## src/rtl/berger_zero_scrubber_if.sv

```systemverilog
// berger_zero_scrubber_if: control, status and memory read port bundle for the Berger-zero scrubber
interface berger_zero_scrubber_if #(
  parameter int ADDR_W = 4,
  parameter int DATA_W = 8,
  parameter int CHK_W  = 4,
  parameter int CNT_W  = 5
);
  logic                      start;
  logic                      abort;
  logic                      mem_rd_en;
  logic [ADDR_W-1:0]         mem_addr;
  logic [DATA_W+CHK_W-1:0]   mem_rdata;
  logic                      busy;
  logic                      done;
  logic                      err_pulse;
  logic [ADDR_W-1:0]         err_addr;
  logic [CNT_W-1:0]          err_count;
  logic                      first_err_valid;
  logic [ADDR_W-1:0]         first_err_addr;
  modport master (
    input  start, abort, mem_rdata,
    output mem_rd_en, mem_addr, busy, done, err_pulse, err_addr, err_count, first_err_valid, first_err_addr
  );
  modport slave (
    output start, abort, mem_rdata,
    input  mem_rd_en, mem_addr, busy, done, err_pulse, err_addr, err_count, first_err_valid, first_err_addr
  );
endinterface

```

## src/rtl/berger_zero_scrubber.sv

```systemverilog
// berger_zero_scrubber: walks the Berger-zero memory and counts codewords whose zero count disagrees; BERGER_SCRUB_HALT_EN stops at the first bad word
module berger_zero_scrubber #(
  parameter int ADDR_W = 4,
  parameter int DATA_W = 8,
  parameter int CHK_W  = 4,
  parameter int CNT_W  = 5
) (
  input logic clk,
  input logic rst,
  berger_zero_scrubber_if.master bus
);
  typedef enum logic [1:0] {IDLE, ISSUE, DRAIN, DONE} state_t;
  localparam logic [ADDR_W-1:0] LAST = '1;
  state_t            state;
  logic              rd_q;
  logic [ADDR_W-1:0] addr_q;
  logic [CHK_W-1:0]  zeros;
  logic              bad;
  logic              halt;
  logic              stop;
  logic              chk_en;
  // zero count of the returned data word against its stored check field
  always_comb begin
    zeros = '0;
    for (int i = 0; i < DATA_W; i++) zeros = zeros + CHK_W'(!bus.mem_rdata[CHK_W+i]);
    bad = zeros != bus.mem_rdata[CHK_W-1:0];
`ifdef BERGER_SCRUB_HALT_EN
    halt = bus.first_err_valid;
    stop = bus.err_pulse;
`else
    halt = 1'b0;
    stop = 1'b0;
`endif
    chk_en = rd_q && (state == ISSUE || state == DRAIN) && !bus.abort && !halt;
  end
  // scan sequencer, read qualification pipeline and error bookkeeping
  always_ff @(posedge clk or posedge rst) begin
    if (rst) begin
      state               <= IDLE;
      rd_q                <= 1'b0;
      addr_q              <= '0;
      bus.mem_rd_en       <= 1'b0;
      bus.mem_addr        <= '0;
      bus.busy            <= 1'b0;
      bus.done            <= 1'b0;
      bus.err_pulse       <= 1'b0;
      bus.err_addr        <= '0;
      bus.err_count       <= '0;
      bus.first_err_valid <= 1'b0;
      bus.first_err_addr  <= '0;
    end else begin
      rd_q          <= bus.mem_rd_en;
      addr_q        <= bus.mem_addr;
      bus.err_pulse <= 1'b0;
      bus.done      <= 1'b0;
      if (chk_en && bad) begin
        bus.err_pulse <= 1'b1;
        bus.err_addr  <= addr_q;
        bus.err_count <= &bus.err_count ? bus.err_count : bus.err_count + 1'b1;
        if (!bus.first_err_valid) begin
          bus.first_err_valid <= 1'b1;
          bus.first_err_addr  <= addr_q;
        end
      end
      case (state)
        IDLE: if (bus.start && !bus.abort) begin
          state               <= ISSUE;
          bus.busy            <= 1'b1;
          bus.mem_rd_en       <= 1'b1;
          bus.mem_addr        <= '0;
          bus.err_count       <= '0;
          bus.first_err_valid <= 1'b0;
          bus.first_err_addr  <= '0;
        end
        ISSUE: if (bus.abort) begin
          state         <= IDLE;
          bus.busy      <= 1'b0;
          bus.mem_rd_en <= 1'b0;
        end else if (bus.mem_addr == LAST || stop) begin
          state         <= DRAIN;
          bus.mem_rd_en <= 1'b0;
        end else begin
          bus.mem_addr <= bus.mem_addr + 1'b1;
        end
        DRAIN: begin
          state    <= bus.abort ? IDLE : DONE;
          bus.busy <= 1'b0;
          bus.done <= !bus.abort;
        end
        default: state <= IDLE;
      endcase
    end
  end
endmodule

```

## src/flat_wrapper.sv

```systemverilog
// flat-port wrapper written by rule: the top's interface ports become plain ports
module berger_zero_scrubber_flat 
#(
  parameter int ADDR_W = 4,
  parameter int DATA_W = 8,
  parameter int CHK_W  = 4,
  parameter int CNT_W  = 5
)
  (clk, rst, bus_start, bus_abort, bus_mem_rdata, bus_mem_rd_en, bus_mem_addr, bus_busy, bus_done, bus_err_pulse, bus_err_addr, bus_err_count, bus_first_err_valid, bus_first_err_addr);
  berger_zero_scrubber_if #(.ADDR_W(ADDR_W), .DATA_W(DATA_W), .CHK_W(CHK_W), .CNT_W(CNT_W)) bus_i ();
  input logic clk;
  input logic rst;
  input wire logic [$bits(bus_i.start)-1:0] bus_start;
  input wire logic [$bits(bus_i.abort)-1:0] bus_abort;
  input wire logic [$bits(bus_i.mem_rdata)-1:0] bus_mem_rdata;
  output wire logic [$bits(bus_i.mem_rd_en)-1:0] bus_mem_rd_en;
  output wire logic [$bits(bus_i.mem_addr)-1:0] bus_mem_addr;
  output wire logic [$bits(bus_i.busy)-1:0] bus_busy;
  output wire logic [$bits(bus_i.done)-1:0] bus_done;
  output wire logic [$bits(bus_i.err_pulse)-1:0] bus_err_pulse;
  output wire logic [$bits(bus_i.err_addr)-1:0] bus_err_addr;
  output wire logic [$bits(bus_i.err_count)-1:0] bus_err_count;
  output wire logic [$bits(bus_i.first_err_valid)-1:0] bus_first_err_valid;
  output wire logic [$bits(bus_i.first_err_addr)-1:0] bus_first_err_addr;
  assign bus_i.start = bus_start;
  assign bus_i.abort = bus_abort;
  assign bus_i.mem_rdata = bus_mem_rdata;
  assign bus_mem_rd_en = bus_i.mem_rd_en;
  assign bus_mem_addr = bus_i.mem_addr;
  assign bus_busy = bus_i.busy;
  assign bus_done = bus_i.done;
  assign bus_err_pulse = bus_i.err_pulse;
  assign bus_err_addr = bus_i.err_addr;
  assign bus_err_count = bus_i.err_count;
  assign bus_first_err_valid = bus_i.first_err_valid;
  assign bus_first_err_addr = bus_i.first_err_addr;
  berger_zero_scrubber #(.ADDR_W(ADDR_W), .DATA_W(DATA_W), .CHK_W(CHK_W), .CNT_W(CNT_W)) u_core (.clk(clk), .rst(rst), .bus(bus_i));
endmodule
```

## config.mk

```make
export PLATFORM = sky130hd
export DESIGN_NAME = berger_zero_scrubber_flat
export DESIGN_NICKNAME = d
export VERILOG_FILES = /design/src/rtl/berger_zero_scrubber_if.sv /design/src/rtl/berger_zero_scrubber.sv /design/src/flat_wrapper.sv
export SDC_FILE = /design/constraint.sdc
export NUM_CORES = 1
export LEC_CHECK = 0
export CAP_MARGIN = 0
export CORE_MARGIN = 3
export CORE_UTILIZATION = 54
export CTS_BUF_LIST = sky130_fd_sc_hd__clkbuf_8
export CTS_CLUSTER_SIZE = 25
export DETAILED_ROUTE_END_ITERATION = 12
export GPL_TIMING_DRIVEN = 0
export PLACE_DENSITY = 0.94
export RECOVER_POWER = 50
export REMOVE_ABC_BUFFERS = 1
export SLEW_MARGIN = 10
export SYNTH_ARGS = -nofsm -noshare
export SYNTH_HDL_FRONTEND = slang
export SYNTH_SLANG_ARGS = --single-unit
```

## constraint.sdc

```tcl
create_clock -name clk -period 5.2 [get_ports clk]
set_input_delay 1.04 -clock clk [delete_from_list [all_inputs] [get_ports clk]]
set_output_delay 1.04 -clock clk [all_outputs]
set_load 0.02 [all_outputs]
```

==> impl_results.md <==
* Status: complete, no violations
* Final Skew at 5.87 ps
* Routed vias/inst at 5.59
* Worst VDD drop at 378 uV
* Fin. max-slew vios at 0
* Worst path required time at 5330 ps
* Vias in the first global route at 1,198
* First-pass GRT wire length at approximately 5400 um
* Synthesized area at 0.00150 mm2
* Final Wtd Congestion at 0.840
* Worst r2r src: u_core.state[1]$_DFFE_PP0P_
* Buffer count from post-CTS setup fixing at 0
* H-tree Lvls at 2
* Routed Antenna Nets at 0
* Area grow syn2layout at 34.8%
* # setup viols final at 0
* Crit path largest cell delay at 510 ps
* WP buf/inv at 3
* # fillers at 172
* Pwr dens at 476 mW/mm2
* PortBufs at 37
* Synth Instances at 135
* Post-synthesis register bit count at 29
* Post-layout minimum cycle time at 4800 ps
* # hold bufs at CTS at 0
* Internal reg-to-reg setup slack at 3160 ps
* Final net count at 207
* ANT cells at 0
* Share of post-route cells with drive strength above 1 at 7.82%
* CTS tree: yes
* Hold Fails Final Rpt at 0
* Grt total ovfl at 0
* Setup TNS at 0 ps
* Critical Path Most Common Cell: fa_1
* Row count at 18
* GRT Overall Usage at 21.7%
* Crit-path leading delay family: adder cells
* Resized Gates After CTS at 0
* Largest net degree at the start of global routing at 30
* Vias at 1,169
* Cell Chain, Critical Path: clkdlybuf4s50_1, inv_1, ha_1, fa_1, fa_1, inv_1, fa_1, fa_1, xor2_1, xnor2_1, nor3_4, a211oi_2, o21ai_0
* Distinct cells, synth at 33
* CP Data Arrival Time at about 4900 ps
* DRC Markers at 0
* IO Pins at 38
* Die Area at 0.00344 mm2
* TritonCTS Buffers at 5
* Die Wd at 58.7 um
* Starting Density at 58.3%
* Avg WL per Cell at 15.9 um
* Critical path origin: bus_mem_rdata[4]
* RR Endpoint: u_core.bus.mem_addr[3]$_DFFE_PP0P_
* Synthesis Warnings at 0
* Maximum net fanout on the critical path at 8
* DR pass1 iterations at 4
* CP Depth at 13
* Worst skew pair latency at 280 ps
* Register area share after synthesis at 48.5%
* Post-route insts no fill at 209
* Crit path kind: in -> reg
* Leak pwr at 0.959 nW
* Root Driver: clkbuf_8
* Worst R2R Path Depth at 8
* Crit path to: u_core.bus.first_err_addr[0]$_DFF_PP0_
* Final Cycle Share at 92.2%
* Max Buffers Root-to-Sink at 2
* Slowest CP cell: a211oi_2
* # clock sinks at 29
* RSZ-0062 raised after global routing: no
* CORE AREA at 0.00257 mm2
* Startpoint Class: input port
* CP Capture Type: flop
* Avg Synthesized Cell Area at 11.1 um2
* Height of the die at 58.7 um
* Hpwl dp at 2420 um
* Initial DRC count at 72
* Clock slew at reported path FFs at ~60 ps
* Slew @ Worst Pin at 1090 ps
* Max-cap viol count at 0
* Worst Hold Class: reg -> reg
* Initial antenna violation count at 0
* Final wirelength at ~3300 um
* Placed Cells at 201
* F_max at 0.208 GHz
* Relative slew slack at a little over a quarter
-- final cells by class --
type / instances / area [um2] / share of cell area, %
inverters: 15 / 56.3 / 2.79
clock inverters: 2 / 33.8 / 1.67
repair buffers: 37 / 370 / 18.4
clock buffers: 6 / 82.6 / 4.09
flip-flops and latches: 29 / 726 / 36.0
multi-input cells: 90 / 712 / 35.3
well taps: 30 / 37.5 / 1.86
-- power breakdown --
group	switching, W	internal, W
registers	0.0000424	0.000284
clock network	0.0000854	0.000154
logic	0.000221	0.000173
total	0.000349	0.000611
-- layer usage --
metal  global-route usage (%)  vias to the layer above  wire length (um)
met3                     5.48                       13               139
met4                     11.7                        0               125
met5                        0                        -                 0
met1                     26.5                      571              1320
li1                         -                      547                 -
met2                     35.4                       38              1740
-- sequential cells by signal (all words and copies together) (netlist names), 2 cells and up --
name and count:
u_core.bus.mem_addr 4, u_core.bus.err_addr 4, u_core.bus.err_count 5, u_core.state 2, u_core.bus.first_err_addr 4, u_core.addr_q 4
-- through the flow --
step / area, um2 / setup WS [ps] / hold slack, ps / power, W / util [%]
3_3_place_gp: 1900 / 323 / 394 / 0.000694 / 74.1
3_5_place_dp: 1900 / 162 / 391 / 0.000720 / 74.1
2_1_floorplan: 1490 / 929 / 464 / 0.000569 / -
6_report: 2020 / 403 / 406 / 0.000960 / 78.6
5_1_grt: 2020 / 265 / 428 / 0.00102 / 78.6
4_1_cts: 2020 / 402 / 412 / 0.000964 / 78.6
-- synth_stat cells --
cell	n	area, um2
fa_1	4	80.1
nor3_1	1	5.00
xor2_1	2	17.5
nor2b_1	2	12.5
ha_1	9	113
and3_1	1	6.26
nor3_4	1	16.3
and2b_2	1	8.76
nand4_1	2	12.5
a41oi_1	1	8.76
inv_1	15	56.3
xnor2_1	3	26.3
a211oi_1	1	7.51
o21ai_1	1	5.00
o21ai_0	7	35.0
nand3_1	11	55.1
and4_4	1	11.3
mux2_1	4	45.0
a21boi_0	1	7.51
a21oi_4	1	16.3
dfrtp_1	29	726
xor2_2	1	16.3
nand3b_1	1	7.51
a21oi_1	7	35.0
nand2_1	12	45.0
nor3_2	1	10.0
o211a_1	1	10.0
o21bai_1	2	15.0
a211oi_2	1	12.5
nand2b_1	1	6.26
nor2_1	4	15.0
mux2i_1	5	50.1
clkbuf_1	1	3.75
-- cell usage in the layout (no fill, tap or decap), drive strengths merged --
| cell type | n |
|---|---|
| nand3b | 1 |
| nand2b | 1 |
| and2b | 1 |
| and4 | 1 |
| nor3 | 3 |
| xnor2 | 3 |
| xor2 | 3 |
| a21oi | 8 |
| nor2 | 4 |
| o21ai | 8 |
| a211oi | 2 |
| mux2i | 5 |
| nand2 | 12 |
| a41oi | 1 |
| dfrtp | 29 |
| ha | 9 |
| o21bai | 2 |
| nor2b | 2 |
| dlygate4sd3 | 3 |
| a21boi | 1 |
| mux2 | 4 |
| and3 | 1 |
| fa | 4 |
| bufinv | 1 |
| clkdlybuf4s50 | 34 |
| o211a | 1 |
| nand3 | 11 |
| clkbuf | 6 |
| nand4 | 2 |
| inv | 16 |
-- cells by family after synthesis --
family / after synthesis / share of synthesized area [%]
buf+inv: 16 / 4.01
fa+ha+maj: 13 / 12.9
simple gates: 39 / 14.1
xor+xnor: 6 / 4.01
compound gates: 23 / 10.2
flops: 29 / 48.5
mux: 9 / 6.35
-- worst register-to-register path: stages, from the launching register on --
cell	delay [ps]
dfrtp_1	400
inv_1	110
ha_1	270
and2b_2	220
nand2_1	70
a21oi_1	380
nand4_1	180
xor2_1	220
a21oi_1	70
-- worst min-delay path by stage --
stage,startpoint,end,slack (ps),cells past startpoint
global placement,u_core.bus.mem_rd_en$_DFFE_PP0P_,u_core.rd_q$_DFF_PP0_,390,0
CTS,u_core.bus.mem_rd_en$_DFFE_PP0P_,u_core.rd_q$_DFF_PP0_,410,0
floorplan,u_core.addr_q[0]$_DFF_PP0_,u_core.bus.err_addr[0]$_DFFE_PP0P_,460,1
detailed placement,u_core.bus.mem_rd_en$_DFFE_PP0P_,u_core.rd_q$_DFF_PP0_,390,0
global route,u_core.bus.mem_rd_en$_DFFE_PP0P_,u_core.rd_q$_DFF_PP0_,430,0
finish,u_core.bus.mem_rd_en$_DFFE_PP0P_,u_core.rd_q$_DFF_PP0_,410,0
(Power assumes the default switching activity.)
